[config.mk]
export PLATFORM = sky130hd
export DESIGN_NAME = move_request_generator
export DESIGN_NICKNAME = d
export VERILOG_FILES = /design/src/rtl/move_request_generator.sv
export SDC_FILE = /design/constraint.sdc
export NUM_CORES = 1
export LEC_CHECK = 0
export ABC_AREA = 1
export CAP_MARGIN = 5
export CORE_AREA = 4 4 142 103
export CTS_BUF_LIST = sky130_fd_sc_hd__clkbuf_8 sky130_fd_sc_hd__clkbuf_16
export DETAILED_ROUTE_END_ITERATION = 10
export DIE_AREA = 0 0 146 107
export PLACE_DENSITY = 0.66
export SLEW_MARGIN = 20
export SYNTH_ARGS = -nofsm -noshare
export SYNTH_HDL_FRONTEND = slang
export SYNTH_SLANG_ARGS = --single-unit
[constraint.sdc]
create_clock -name clk -period 2.1 [get_ports clk]
set_input_delay 0.42 -clock clk [delete_from_list [all_inputs] [get_ports clk]]
set_output_delay 0.42 -clock clk [all_outputs]
set_load 0.01 [all_outputs]
[src/rtl/move_request_generator.sv]
// Push-button to paced one-hot move requests: sync, debounce, buffered turn, per-tick motion FSM.
// Optional macro PENDING_TIMEOUT_EN expires an unconsumed turn after PENDING_TICKS ticks.
module move_request_generator #(
   parameter int TICK_DIV        = 2500000,
   parameter int DEBOUNCE_CYCLES = 250000,
   parameter int PENDING_TICKS   = 4
) (
   input  logic       clk,
   input  logic       rst,
   input  logic       enable,
   input  logic [3:0] btn_raw,
   input  logic [3:0] valid_moves,
   output logic [3:0] move_direction,
   output logic       move_strobe,
   output logic [3:0] cur_dir,
   output logic [3:0] pending_dir
);

   localparam int TW = (TICK_DIV > 1) ? $clog2(TICK_DIV) : 1;
   localparam int DW = (DEBOUNCE_CYCLES > 1) ? $clog2(DEBOUNCE_CYCLES) : 1;
   localparam logic [TW-1:0] TICK_LAST = TW'(TICK_DIV - 1);
   localparam logic [DW-1:0] DEB_LAST  = DW'(DEBOUNCE_CYCLES - 1);

   typedef enum logic {STOPPED, MOVING} state_t;

   logic [3:0]    sync1, sync2, stable, stable_d;
   logic [DW-1:0] deb_cnt [4];
   logic [TW-1:0] tick_cnt;
   logic          tick;
   logic [3:0]    press_vec, press_dir;
   state_t        state_q, state_d;
   logic [3:0]    cur_q, cur_d, move_q, move_d, pend_q, pend_d;
   logic          consumed;

   always_ff @(posedge clk) begin
      if (rst) begin
         sync1 <= '0;
         sync2 <= '0;
      end else begin
         sync1 <= btn_raw;
         sync2 <= sync1;
      end
   end

   // A level is accepted only after DEBOUNCE_CYCLES consecutive mismatching cycles.
   always_ff @(posedge clk) begin
      if (rst) begin
         stable   <= '0;
         stable_d <= '0;
         for (int i = 0; i < 4; i++) deb_cnt[i] <= '0;
      end else begin
         stable_d <= stable;
         for (int i = 0; i < 4; i++) begin
            if (sync2[i] == stable[i]) begin
               deb_cnt[i] <= '0;
            end else if (deb_cnt[i] == DEB_LAST) begin
               stable[i]  <= sync2[i];
               deb_cnt[i] <= '0;
            end else begin
               deb_cnt[i] <= deb_cnt[i] + DW'(1);
            end
         end
      end
   end

   // Lowest set bit wins, giving RIGHT > UP > DOWN > LEFT on simultaneous presses.
   assign press_vec = stable & ~stable_d;
   assign press_dir = press_vec & (~press_vec + 4'd1);

   always_ff @(posedge clk) begin
      if (rst || !enable) tick_cnt <= '0;
      else if (tick_cnt == TICK_LAST) tick_cnt <= '0;
      else tick_cnt <= tick_cnt + TW'(1);
   end

   assign tick = enable && (tick_cnt == TICK_LAST);

`ifdef PENDING_TIMEOUT_EN
   localparam int AW = (PENDING_TICKS > 0) ? $clog2(PENDING_TICKS + 1) : 1;
   logic [AW-1:0] age_q, age_d;

   always_ff @(posedge clk) begin
      if (rst) age_q <= '0;
      else age_q <= age_d;
   end
`endif

   always_comb begin
      state_d  = state_q;
      cur_d    = cur_q;
      move_d   = '0;
      pend_d   = pend_q;
      consumed = 1'b0;
`ifdef PENDING_TIMEOUT_EN
      age_d    = age_q;
`endif
      if (tick) begin
         if ((pend_q & valid_moves) != 4'b0000) begin
            move_d   = pend_q;
            cur_d    = pend_q;
            pend_d   = '0;
            consumed = 1'b1;
            state_d  = MOVING;
         end else if (state_q == MOVING && (cur_q & valid_moves) != 4'b0000) begin
            move_d  = cur_q;
            state_d = MOVING;
         end else begin
            cur_d   = '0;
            state_d = STOPPED;
         end
      end
`ifdef PENDING_TIMEOUT_EN
      if (consumed) begin
         age_d = '0;
      end else if (tick && pend_q != 4'b0000) begin
         if (age_q >= AW'(PENDING_TICKS - 1)) begin
            pend_d = '0;
            age_d  = '0;
         end else begin
            age_d = age_q + AW'(1);
         end
      end
`endif
      // A press arriving with a consuming tick still becomes the new pending turn.
      if (press_dir != 4'b0000) begin
         pend_d = press_dir;
`ifdef PENDING_TIMEOUT_EN
         age_d  = '0;
`endif
      end
   end

   always_ff @(posedge clk) begin
      if (rst) begin
         state_q <= STOPPED;
         cur_q   <= '0;
         move_q  <= '0;
         pend_q  <= '0;
      end else begin
         state_q <= state_d;
         cur_q   <= cur_d;
         move_q  <= move_d;
         pend_q  <= pend_d;
      end
   end

   assign move_direction = move_q;
   assign move_strobe    = |move_q;
   assign cur_dir        = cur_q;
   assign pending_dir    = pend_q;

endmodule

# == Yosys cells after proc, flatten, opt, wreduce, memory -nomap -nowiden ==
# Memories as Yosys holds them, arrays and structs flattened.
# Index checks and enable logic that the tools add are counted.
# op_classes
n_mux,65
n_eq_ne,9
addsub,6
reduce_logical,17
bitwise_logic,23
# ops
cell,count
18-bit 2-to-1 mux,12
"18-bit by 1-bit adder with 18-bit output, second input constant",4
"18-bit == test, second input constant",4
1-bit 2-to-1 mux,48
"22-bit by 1-bit adder with 22-bit output, second input constant",1
"22-bit == test, second input constant",1
4-bit 2-to-1 mux,5
4-bit AND,4
1-bit OR,12
4-bit nonzero test,3
2-bit AND reduction,5
4-bit NOT,2
1-bit NOT,5
"4-bit by 1-bit adder with 4-bit output, second input constant",1
1-bit == test,4
2-bit nonzero test,2
2-bit OR reduction,2
4-bit OR reduction,1
1-bit logical AND,2
1-bit logical NOT,1
1-bit logical OR,1
# word_totals
output_inout_bits,13
in_bits,11
regBits,51
ramBits,72
memories,1
elab_cells,133
# mem_list
name,words,word_bits,read_ports,rd_clocked_by_memory_dff,wr,line,text
deb_cnt,4,18,4,0,4,27,logic [DW-1:0] deb_cnt [4];

# == Longest topological paths before layout ==
# logic_depth
depth_word,8
mapped_depth,10
ltp_nobuf,10

# == Worst setup path before layout ==
# OpenSTA, ideal clock, no wires.
# synth_timing
path_kind,register -> register
from,memory deb_cnt[1][0] (netlist bit)
to,memory deb_cnt[1][15] (netlist bit) (data pin)
period_less_slack_ns,1.724
path_slack_ns,0.376
path_stages_with_launch,10
path_buffers,1
setup_ns,0.254
t_arrival_ns,1.470
required_time_ns,1.846
path_cell_list,edfxtp_1 ha_1 nand2_2 nor2_2 nand2_1 nor3_2 nand3_2 nand2_2 buf_6 nor2_1
# synth_lines
item,line
from (decl),27

# == Final worst setup path ==
# layout_timing
from,register move_q[1] (netlist: move_direction[1])
to,output port move_strobe
# layout_via
elab_chain_cells,1
# layout_lines
item,line,text
from (decl),32,"logic [3:0] cur_q, cur_d, move_q, move_d, pend_q, pend_d;"
from (signal assigned),142,move_q <= move_d;
4-bit OR reduction,148,assign move_strobe = |move_q;
to (decl),14,"output logic move_strobe,"
# Every way passes these cells.

==> summary.md <==
| Metric | Value |
|---|---|
| Power density relative to cell area | slightly above 700 nW/um2 |
| Largest net degree at the start of global routing | 23 |
| Final-report hold violation count | 0 |
| Fin nets | between 900 and 1000 |
| Number of buffers inserted for hold repair after clock tree synthesis | 0 |
| Total area of multi-input combinational cells | 3150 um2 |
| Number of instances in the placed design | about 1100 |
| Critical path type | flip-flop to primary output |
| Max stage delay cell, worst path | sky130_fd_sc_hd__or4_1 |
| Gate Count Post-Synth | 822 |
| Share of synthesized area occupied by flip-flops and latches | between 40% and 50% |
| Number of synthesized flops with an enable pin | just over 70 |
| Antenna violations before repair | 0 |
| Warning count from the yosys run | 0 |
| Via count of the routed design | 5353 |
| Post-CTS setup buffers | 0 |
| Number of maximum-capacitance violations | 0 |
| Post-route clock period utilization | ~92% |
| Fraction of final layout cells with drive strength greater than 1 | 7.59% |
| Hold crit path type | flip-flop to flip-flop |
| Number of iterations in the first detailed-routing pass | 5 |
| Launching element of the worst setup path | move_direction[1] |
| Port Buffers | 23 |
| Yosys cell types | 36 |
| Wire length per cell after detailed routing | between 10 and 15 um |
| Full die area | between 15000 and 20000 um2 |
| Total leakage power | slightly above 3 nW |
| CTS Root Cell | sky130_fd_sc_hd__clkbuf_16 |
| Fin cells | roughly 1100 |
| Share of the synthesized area in the top cell type | about 33% |
| Cell type group with the largest total delay on the critical path | simple AND/OR/NAND/NOR gates |
| Effective utilization at floorplan | roughly half |
| Horizontal die dimension | between 100 and 150 um |
| CTS clock-pin slew for the worst setup and hold paths | ~0.050 ns |
| Vias in the first global route | around 4800 |
| Data required time at the worst endpoint | approximately 1.7 ns |
| Overall routed net length | between 10000 and 15000 um |
| Number of sinks on the clock net | 123 |
| R2r startpoint | deb_cnt[0][0] |
| Setup repair after global routing missed its margin | no |
| DP HPWL | approximately 9000 um |
| Pins Over Slew Limit | 0 |
| Area delta synth->final | 20.1% |
| CTS tree | done |
| Placeable core region | about 13000 um2 |
| # H-tree levels | 4 |
| Outcome | finished, final reports clean |
| Main flop type after synthesis | sky130_fd_sc_hd__edfxtp_1 |
| Via density | 4.81 |
| Detailed Route Iter0 Violations | between 300 and 400 |
| Nature of the critical path endpoint | primary output |
| Number of antenna-violating nets in the routed design | 0 |
| Antenna cell count | 0 |
| Setup violation total in the final timing report | 0 |
| Largest fanout on the critical path | 2 |
| Leading cell types by count after synthesis | 189 x sky130_fd_sc_hd__nand2_1, 136 x sky130_fd_sc_hd__nor2_1, 95 x sky130_fd_sc_hd__inv_1 |
| Number of register bits inferred by synthesis | roughly 120 |
| Maximum resistive drop on vdd | between 0.5 and 0.6 mV |
| Worst R2R Setup Slack | 0.18 ns |
| Buffer depth of the longest clock path | 2 |
| Total negative slack | 0 ns |
| Maximum frequency from static timing analysis | roughly 520 MHz |
| Post-synth design cell area | ~6500 um2 |
| Proportion of register bits with asynchronous set or reset after synthesis | 0% |
| Std-Cell Rows | 35 |
| DRC errors left | 0 |
| Stage delay of the slowest cell on the critical path | approximately 0.50 ns |
| Die boundary height | roughly 110 um |
| Mean Syn Cell Area | 7.89 um2 |
| GRT Util Overall | between 10% and 20% |
| Library cell with the largest summed area after synthesis | sky130_fd_sc_hd__edfxtp_1 |
| Minimum clock period | 1.93 ns |
| Type of origin of the critical path | flip-flop |
| Number of fill cells | about 1200 |
| Final Skew | around 0.0096 ns |
| Most common cell in the netlist | sky130_fd_sc_hd__nand2_1 |
| Critical-path cell list | or4_1 -> dlygate4sd2_1 |
| Clock buffer count from CTS | 17 |
| Synth area leaders | sky130_fd_sc_hd__edfxtp_1 33%, sky130_fd_sc_hd__dfxtp_1 16%, sky130_fd_sc_hd__nand2_1 11% |
| Global route overflow | 0 |
| Bufs and invs on worst path | 1 |
| Min-Delay Startpoint | sync1[0] |
| FF+latch area | 3180 um2 |
| Worst-Skew Late Latency | 0.41 ns |
| Placer's final routability congestion estimate | 0.837 |
| First-pass GRT wire length | ~22000 um |
| Number of ports placed on the die boundary | 24 |
| Arrival time at the worst endpoint | between 1.5 and 2 ns |
[where the power goes]
part           internal, mW  switching, mW
combinational        0.0728          0.128
sequential             2.62         0.0675
clock                  1.76           1.01
[worst reg2reg max path: stages, from the launching register on]
cell and delay (ns):
sky130_fd_sc_hd__edfxtp_1 0.42, sky130_fd_sc_hd__ha_1 0.23, sky130_fd_sc_hd__nand3_2 0.11, sky130_fd_sc_hd__or2_4 0.26
sky130_fd_sc_hd__nor3_4 0.16, sky130_fd_sc_hd__nand2_1 0.09, sky130_fd_sc_hd__nand2_2 0.30, sky130_fd_sc_hd__nor2_1 0.09
[state kept, by name, summed over array words and instances, names as in the netlist]
register,count
sync2,4
pending_dir,4
stable_d,4
sync1,4
deb_cnt,72
cur_dir,4
state_q,1
tick_cnt,22
move_direction,4
stable,4
[area by class of cell]
| cell class | count | share of cell area, % |
|---|---|---|
| flip-flops and latches | 123 | 40.9 |
| clock buffers | 21 | 6.32 |
| repair buffers | 33 | 4.07 |
| multi-input cells | 665 | 40.5 |
| clock inverters | 11 | 0.964 |
| inverters | 95 | 4.58 |
| well taps | 166 | 2.67 |
[cell families (layout without fill, tap and decap cells)]
logic type,after synthesis,after routing,share of synthesized area (%)
buf+inv,105,160,6.52
fa+ha+maj,5,5,0.965
simple gates,488,488,33.9
compound gates,71,71,5.54
flops,123,123,49.1
xor+xnor,29,29,3.92
other cells,1,72,0.0578
[placed cells by master, fill, tap and decap left out, types with 2 or more instances in the layout]
| master | instances |
|---|---|
| sky130_fd_sc_hd__nand2_4 | 2 |
| sky130_fd_sc_hd__clkinv_1 | 2 |
| sky130_fd_sc_hd__conb_1 | 72 |
| sky130_fd_sc_hd__nand3b_1 | 8 |
| sky130_fd_sc_hd__nand2_2 | 3 |
| sky130_fd_sc_hd__inv_1 | 98 |
| sky130_fd_sc_hd__clkinv_2 | 4 |
| sky130_fd_sc_hd__nand3_1 | 47 |
| sky130_fd_sc_hd__o21ai_0 | 18 |
| sky130_fd_sc_hd__nor2_1 | 136 |
| sky130_fd_sc_hd__xnor2_1 | 9 |
| sky130_fd_sc_hd__buf_4 | 9 |
| sky130_fd_sc_hd__or2_0 | 4 |
| sky130_fd_sc_hd__nor2_2 | 8 |
| sky130_fd_sc_hd__nor4_1 | 4 |
| sky130_fd_sc_hd__xor2_1 | 20 |
| sky130_fd_sc_hd__clkdlybuf4s50_1 | 22 |
| sky130_fd_sc_hd__nor3b_1 | 5 |
| sky130_fd_sc_hd__nor3_1 | 33 |
| sky130_fd_sc_hd__nand4_1 | 24 |
| sky130_fd_sc_hd__a21oi_1 | 51 |
| sky130_fd_sc_hd__nand3_2 | 2 |
| sky130_fd_sc_hd__clkbuf_16 | 18 |
| sky130_fd_sc_hd__ha_1 | 5 |
| sky130_fd_sc_hd__clkbuf_8 | 3 |
| sky130_fd_sc_hd__edfxtp_1 | 72 |
| sky130_fd_sc_hd__nand2_1 | 189 |
| sky130_fd_sc_hd__dfxtp_1 | 51 |
| sky130_fd_sc_hd__or2_2 | 15 |
[routing by layer]
layer | GRT usage (%) | vias up | wire [um] | share of wire [%]
met4 | 5.91 | 0 | 134 | 1.0
met3 | 4.06 | 9 | 620 | 4.8
li1 | - | 2856 | - | -
met5 | 0 | - | 0 | 0
met1 | 25.6 | 2391 | 7000 | 54
met2 | 25.1 | 97 | 5180 | 40
[per-stage QoR]
step                worst slack (ns)  power [mW]  hold WS, ns  cell area [um2]  util (%)
CTS                            0.138        5.70        0.405             7770      59.4
floorplan                      0.376        2.86        0.388             6750         -
global placement               0.107        2.93        0.394             7210      55.1
global route                  0.0370        5.88        0.422             7780      59.4
finish                         0.170        5.66        0.405             7780      59.4
detailed placement            0.0665        2.93        0.399             7210      55.1
[final timing paths]
path                   endpoint  cells after the start
hold / removal         sync2[0]                      2
hold reg to reg        sync2[0]                      2
setup reg to reg  deb_cnt[0][5]                      7
setup / recovery    move_strobe                      2
[repair_timing]
action	in CTS	in global routing
gates resized for setup	1	2
gates cloned	0	0
endpoints found under the setup margin	1	22
endpoints found under the hold margin	0	0
No activity file was read; power rests on OpenSTA's default activity.
